File: src/rtl/servo_slew_limiter.sv
`default_nettype none
// ============================================================================
// Module   : servo_slew_limiter
// Purpose  : Clamps a raw pulse-width target and slews the servo command
//            toward it by at most STEP_US per update tick.
// Option   : SERVO_SLEW_DEADBAND_EN - ignore target changes within DEADBAND_US
// Revision : 1.0 - initial release
// ============================================================================
module servo_slew_limiter #(
   parameter int UPDATE_DIV  = 240000,
   parameter int MIN_US      = 650,
   parameter int MAX_US      = 2600,
   parameter int CENTER_US   = 1500,
   parameter int STEP_US     = 20,
   parameter int DEADBAND_US = 8
) (
   input  logic        CLK,
   input  logic        RST_N,
   input  logic        target_valid,
   input  logic [31:0] target,
   input  logic        hold,
   output logic [31:0] cmd_out,
   output logic        moving,
   output logic        at_target,
   output logic        clamped,
   output logic        tick
);

   localparam int          c_presc_w = $clog2(UPDATE_DIV);
   localparam logic [31:0] c_min     = 32'(MIN_US);
   localparam logic [31:0] c_max     = 32'(MAX_US);
   localparam logic [31:0] c_center  = 32'(CENTER_US);
   localparam logic [31:0] c_step    = 32'(STEP_US);
   localparam logic [c_presc_w-1:0] c_presc_last = c_presc_w'(UPDATE_DIV - 1);

   typedef enum logic [1:0] {
      S_IDLE      = 2'd0,
      S_RAMP_UP   = 2'd1,
      S_RAMP_DOWN = 2'd2,
      S_HOLD      = 2'd3
   } state_t;

   state_t                r_state;
   state_t                w_state_next;
   logic [c_presc_w-1:0]  r_presc;
   logic                  r_tick;
   logic [31:0]           r_cmd;
   logic [31:0]           r_tgt;
   logic                  r_clamped;

   logic [31:0]           w_clamp_tgt;
   logic                  w_clip;
   logic                  w_accept;
   logic [31:0]           w_up_gap;
   logic [31:0]           w_dn_gap;
   logic [31:0]           w_cmd_next;

   // Signed compare so negative requests clamp to the low end.
   always_comb begin
      w_clamp_tgt = target;
      w_clip      = 1'b0;
      if ($signed(target) < $signed(c_min)) begin
         w_clamp_tgt = c_min;
         w_clip      = 1'b1;
      end else if ($signed(target) > $signed(c_max)) begin
         w_clamp_tgt = c_max;
         w_clip      = 1'b1;
      end
   end

`ifdef SERVO_SLEW_DEADBAND_EN
   logic signed [32:0] w_db_diff;
   logic signed [32:0] w_db_mag;
   assign w_db_diff = $signed({1'b0, w_clamp_tgt}) - $signed({1'b0, r_tgt});
   assign w_db_mag  = (w_db_diff < 0) ? -w_db_diff : w_db_diff;
   assign w_accept  = target_valid && (w_db_mag > 33'(DEADBAND_US));
`else
   assign w_accept  = target_valid;
`endif

   assign w_up_gap = r_tgt - r_cmd;
   assign w_dn_gap = r_cmd - r_tgt;

   // Gap guards stop a stale ramp direction from stepping after a reversal.
   always_comb begin
      w_cmd_next = r_cmd;
      if (r_tick) begin
         if (r_state == S_RAMP_UP && r_tgt > r_cmd)
            w_cmd_next = r_cmd + ((w_up_gap > c_step) ? c_step : w_up_gap);
         else if (r_state == S_RAMP_DOWN && r_tgt < r_cmd)
            w_cmd_next = r_cmd - ((w_dn_gap > c_step) ? c_step : w_dn_gap);
      end
   end

   always_comb begin
      w_state_next = S_IDLE;
      if (hold)
         w_state_next = S_HOLD;
      else if (r_tgt > w_cmd_next)
         w_state_next = S_RAMP_UP;
      else if (r_tgt < w_cmd_next)
         w_state_next = S_RAMP_DOWN;
   end

   always_ff @(posedge CLK) begin
      if (!RST_N) begin
         r_presc   <= '0;
         r_tick    <= 1'b0;
         r_cmd     <= c_center;
         r_tgt     <= c_center;
         r_clamped <= 1'b0;
         r_state   <= S_IDLE;
      end else begin
         r_presc <= (r_presc == c_presc_last) ? '0 : r_presc + 1'b1;
         r_tick  <= (r_presc == c_presc_last);
         r_cmd   <= w_cmd_next;
         r_state <= w_state_next;
         if (w_accept) begin
            r_tgt     <= w_clamp_tgt;
            r_clamped <= w_clip;
         end
      end
   end

   assign cmd_out   = r_cmd;
   assign tick      = r_tick;
   assign clamped   = r_clamped;
   assign moving    = (r_state == S_RAMP_UP) || (r_state == S_RAMP_DOWN);
   assign at_target = (r_state == S_IDLE);

endmodule
`default_nettype wire
File: config.mk
export PLATFORM = sky130hd
export DESIGN_NAME = servo_slew_limiter
export DESIGN_NICKNAME = d
export VERILOG_FILES = /design/src/rtl/servo_slew_limiter.sv
export SDC_FILE = /design/constraint.sdc
export NUM_CORES = 1
export LEC_CHECK = 0
export ABC_CLOCK_PERIOD_IN_PS = 18700
export CAP_MARGIN = 0
export CORE_ASPECT_RATIO = 1.75
export CORE_MARGIN = 2
export CORE_UTILIZATION = 55
export CTS_CLUSTER_SIZE = 20
export DETAILED_ROUTE_END_ITERATION = 7
export PLACE_DENSITY = 0.78
export SLEW_MARGIN = 10
export SYNTH_ARGS = -nofsm -noshare
export SYNTH_HDL_FRONTEND = slang
export SYNTH_SLANG_ARGS = --single-unit
File: constraint.sdc
create_clock -name CLK -period 18.7 [get_ports CLK]
set_input_delay 5.61 -clock CLK [delete_from_list [all_inputs] [get_ports CLK]]
set_output_delay 5.61 -clock CLK [all_outputs]
set_load 0.05 [all_outputs]
# Yosys cells after proc, flatten, opt, wreduce, memory -nomap -nowiden
# Index checks and enable logic that the tools add are counted.
[totals]
regBits = 86
in_bits = 36
out_inout_bits = 36
elab_cells = 40
[classes]
eq_ne = 3
order_cmp = 8
reduce_logical = 5
bitwise = 1
addsub = 5
n_mux = 12
[op_table]
columns = ["operator", "n"]
rows = [
  ["$mux 32", 7],
  ["$sub 32x32->32", 3],
  ["$gt 32x32->1", 2],
  ["$gt 32x5->1 const B", 2],
  ["$lt 32x32->1", 2],
  ["$add 32x32->32", 1],
  ["$gt 32x13->1 const B", 1],
  ["$lt 32x11->1 const B", 1],
  ["$add 18x1->18 const B", 1],
  ["$eq 18x18->1 const B", 1],
  ["$mux 2", 3],
  ["$eq 2x1->1 const B", 1],
  ["$eq 2x2->1 const B", 1],
  ["$logic_and 1x1->1", 2],
  ["$logic_not 2->1", 1],
  ["$mux 1", 2],
  ["$reduce_or 2->1", 1],
  ["$logic_or 1x1->1", 1],
  ["$not 1->1", 1],
]

# Depth between registers and ports, before layout
[logic_depth]
depth_word = 11
mapped_depth = 40
ltp_nobuf = 39

# Worst setup path after synthesis
# No wires, ideal clock.
[synth_timing]
path_type = "register -> register"
start = "register r_cmd[1], in the netlist cmd_out[1]"
end = "register r_state[0]"
setup_time_ps = 119
t_required_ps = 18581
period_less_slack_ps = 7963
arrival_ps = 7844
slack_ps = 10737
n_path_buf = 1
path_stages_with_launch = 35
cell_sequence = "dfxtp_1 -> inv_1 -> fa_1 -> a21o_4 -> a22o_1 -> o21ai_2 -> o21ai_2 -> a21oi_2 -> xnor2_1 -> or4_4 -> nor4_4 -> buf_6 -> and2_1 -> nand2_1 -> fa_1 -> nor2b_1 -> o21ai_0 -> a21boi_0 -> o41ai_1 -> a31oi_1 -> o21ai_0 -> a221oi_1 -> a21o_1 -> xor2_1 -> a222oi_1 -> ha_1 -> nor2b_1 -> o21ai_0 -> nand2b_1 -> a21oi_1 -> nor2b_1 -> o21ai_0 -> nand2b_1 -> a221o_1 -> o221a_2"
[synth_via]
elab_chain_len = 10
elab_cells_between_ends = 18
classes_between = "4 x add/sub; 5 x order compare; 7 x mux; 2 x reduce/logical"
[synth_rtl]
columns = ["element", "line", "text"]
rows = [
  ["from (decl)", "47", "logic [31:0] r_cmd;"],
  ["from (signal assigned)", "109", "r_cmd <= c_center;"],
  ["from (signal assigned)", "116", "r_cmd <= w_cmd_next;"],
  ["$sub 32x32->32", "82", "assign w_dn_gap = r_cmd - r_tgt;"],
  ["$gt 32x5->1", "91", "w_cmd_next = r_cmd - ((w_dn_gap > c_step) ? c_step : w_dn_gap);"],
  ["$mux 32", "91", ""],
  ["$sub 32x32->32", "91", ""],
  ["$mux 32", "90", "else if (r_state == S_RAMP_DOWN && r_tgt < r_cmd)"],
  ["$mux 32", "88", "if (r_state == S_RAMP_UP && r_tgt > r_cmd)"],
  ["$mux 32 (*)", "87", "if (r_tick) begin"],
  ["$gt 32x32->1 (*)", "99", "else if (r_tgt > w_cmd_next)"],
  ["$mux 2 (*)", "99", ""],
  ["$mux 2 (*)", "97", "if (hold)"],
  ["to (signal assigned)", "117", "r_state <= w_state_next;"],
  ["to (decl)", "43", "state_t r_state;"],
]
# Every way passes the cells marked *; elsewhere a longest branch is shown, timed or not.
# A chain may end at the register's enable or synchronous reset.

# Worst setup path in the final report
[layout_timing]
start = "register r_cmd[22], in the netlist cmd_out[22]"
end = "register r_state[0]"
# Same word-level chain as after synthesis.

==> results.yml <==
critical_path:
  max_stage_delay_ps: 750
  crit_type: "reg -> reg"
  reg2reg_from: "cmd_out[22]$_SDFF_PN0_"
  path_depth: 36
  critPathMaxFanout: 11
  cpMaxStageDelayCell: "a21oi_1"
  critical_path.endpoint: "r_state[0]$_SDFF_PN0_"
  crit_path_start_kind: "register"
  cpLargestDelayFamily: "compound AO/OA/AOI/OAI gates"
  critPathCaptureType: "register"
  worstPathArrival_ps: 10010
  crit_buf_inv: 1
  reg2reg_depth: 36
  crit_path_frequent_cell: "o21ai_0"
  required_ps: 18950
  r2r_end: "r_state[0]$_SDFF_PN0_"
  startpoint: "cmd_out[22]$_SDFF_PN0_"
  reg2reg_slack_ps: 8940
cells_and_area:
  num_antenna_cells: 0
  area_growth_pct: 11.1
  final_nets: 1971
  drive_gt1_share_pct: 3.72
yosys:
  yosysWarnings: 0
  synthArstFlopShare_pct: 0
  yosysTopAreaCellShare_pct: 16.3
  synth_top_family_by_area: "compound AO/OA/AOI/OAI gates"
  synth_area_leader_cell: "ha_1"
  synth_most_common_cell: "nor2_1"
  avgSynthCellArea_um2: 7.19
  synth_xor_xnor_area_share_pct: 5.65
  synth_flop_cell: "dfxtp_1"
  synth_fa_ha_area_share_pct: 16.9
  synth-edff-count: 0
  synth_cell_types: 97
  synth_commonest_cells: "nor2_1 (164), ha_1 (159), a21oi_1 (156)"
  synthCells: 1698
  ys_ff_latch: 86
  synthSimpleGateAreaFrac_pct: 24.9
  ys_seq_area_share_pct: 14.1
  netlist_area_um2: 12200
  synthMuxAreaShare_pct: 1.49
  synthTopCellsByArea: "ha_1 (16%), dfxtp_1 (14%), a21oi_1 (6.4%)"
  synth_compound_area_share_pct: 31.0
timing:
  hold_violations: 0
  fin_skew_ps: 8.48
  period_minus_slack_ps: 9760
  slew_violations: 0
  worst_pin_slew_ps: 959
  grt_setup_unrepaired: "no"
  fmax_mhz: 102
  setup-violations-final: 0
  post-route-period-util_pct: 52.2
  slew_headroom_pct: 36.1
  setup_tns_ps: 0
die:
  fp.dieW_um: 117
  dieArea_um2: 23500
  coreArea_um2: 22000
  rows: 72
  start_util_pct: 55.6
  ios: 72
  die_y_um: 201
global_route:
  grt.total_usage_pct: 37.6
  antenna_found_initial: 0
  grt_pass1_vias: 13300
  grt-ovfl-total: 0
  grt_max_degree: 46
  grt_pass1_wl_um: 68800
routing:
  vias: 13500
  drt_first_iter_violations: 1222
  drtAntennaViolNets: 0
  drt-wirelength-per-cell_um: 21.1
  dr.pass1.iters: 6
  drc: 0
  routed_wl_um: 43800
  viasPerCell: 6.53
clocking:
  clock-root-buffer: "clkbuf_16"
  cts_setup_buffers: 0
  h-tree-depth: 3
  cts_tree: "done"
  cts.repair.resized: 0
  cts_made_buffers: 9
  holdBufCountCts: 0
  worstSkewPairLatency_ps: 360
  cts_sinks: 86
  cts_buffer_depth: 2
  path_clk_slew_ps: 60
place:
  post-dp-hpwl_um: 34900
  gp_congestion: 1.04
  port_buffers: 71
worst_hold_path:
  worstHoldStart: "r_presc[0]$_SDFF_PP0_"
  hold_path_class: "reg -> reg"
outcome:
  run_status: "finished clean"
power:
  power_density_nw_per_um2: 41.2
  p_total_w: 0.000559
  ir_worst_vdd_uv: 48.6
  power.leakage_nw: 5.94
flow_run:
  maxCapViolations: 0
state kept, by name, indices dropped and copies added, names as in the netlist:
| signal | flops |
|---|---|
| clamped | 1 |
| r_state | 2 |
| r_presc | 18 |
| r_tgt | 32 |
| cmd_out | 32 |
| tick | 1 |
routing by layer:
layer | vias up | track usage, % | wire length (um) | share of wire, %
met5 | - | 0 | 0 | 0
met4 | 0 | 28.0 | 3840 | 8.8
met3 | 224 | 4.97 | 2800 | 6.4
met2 | 643 | 63.0 | 20900 | 48
met1 | 6278 | 42.5 | 16200 | 37
li1 | 6383 | - | - | -
kinds of logic after synthesis:
kind of cell | count (synthesis)
DFF | 86
AOI/OAI and AO/OA | 564
muxes | 18
buffers and inverters | 173
and+or+nand+nor | 614
other | 2
adders and majority gates | 163
xor gates and xnor gates | 78
placed cells by master (no fill, tap or decap), types with 52 or more instances in the layout:
master,count
o21ai_0,107
nand2_1,147
a21oi_1,156
nor2_1,164
nor3_1,60
ha_1,159
dfxtp_1,86
conb_1,52
clkdlybuf4s50_1,71
inv_1,104
per-stage QoR:
| step | instance area [um^2] | utilization (%) | instances | hold slack, ps | setup slack [ps] |
|---|---|---|---|---|---|
| 2_1_floorplan | 12400 | - | 1748 | 426 | 10740 |
| 6_report | 13600 | 61.7 | 2072 | 464 | 8940 |
| 3_3_place_gp | 13200 | 60.3 | 2057 | 443 | 9760 |
| 3_5_place_dp | 13200 | 60.3 | 2057 | 453 | 9530 |
| 5_1_grt | 13600 | 61.7 | 2072 | 512 | 8220 |
| 4_1_cts | 13600 | 61.7 | 2072 | 463 | 9490 |
how the worst min path moves through the flow:
stage	to	cells past startpoint	slack [ps]
3_3_place_gp	r_presc[0]$_SDFF_PP0_	1	440
2_1_floorplan	r_presc[0]$_SDFF_PP0_	1	430
5_1_grt	r_presc[0]$_SDFF_PP0_	1	510
6_report	r_presc[0]$_SDFF_PP0_	1	460
4_1_cts	r_presc[0]$_SDFF_PP0_	1	460
3_5_place_dp	r_presc[0]$_SDFF_PP0_	1	450
final cells by class:
class / instances / area (um^2)
Timing Repair Buffer: 81 / 786
Fill cell: 2116 / 8410
Clock inverter: 5 / 83.8
Multi-Input combinational cell: 1489 / 9970
Clock buffer: 10 / 239
Inverter: 105 / 394
Sequential cell: 86 / 1720
Tap cell: 296 / 370
where the power goes:
group          leakage (nW)  total (W)  switching, W  internal [W]
logic                  5.09   0.000172      0.000107     0.0000650
clock network         0.151   0.000198     0.0000780      0.000120
registers             0.697   0.000190    0.00000372      0.000186
Note: power is estimated with default switching activity, not from simulation.
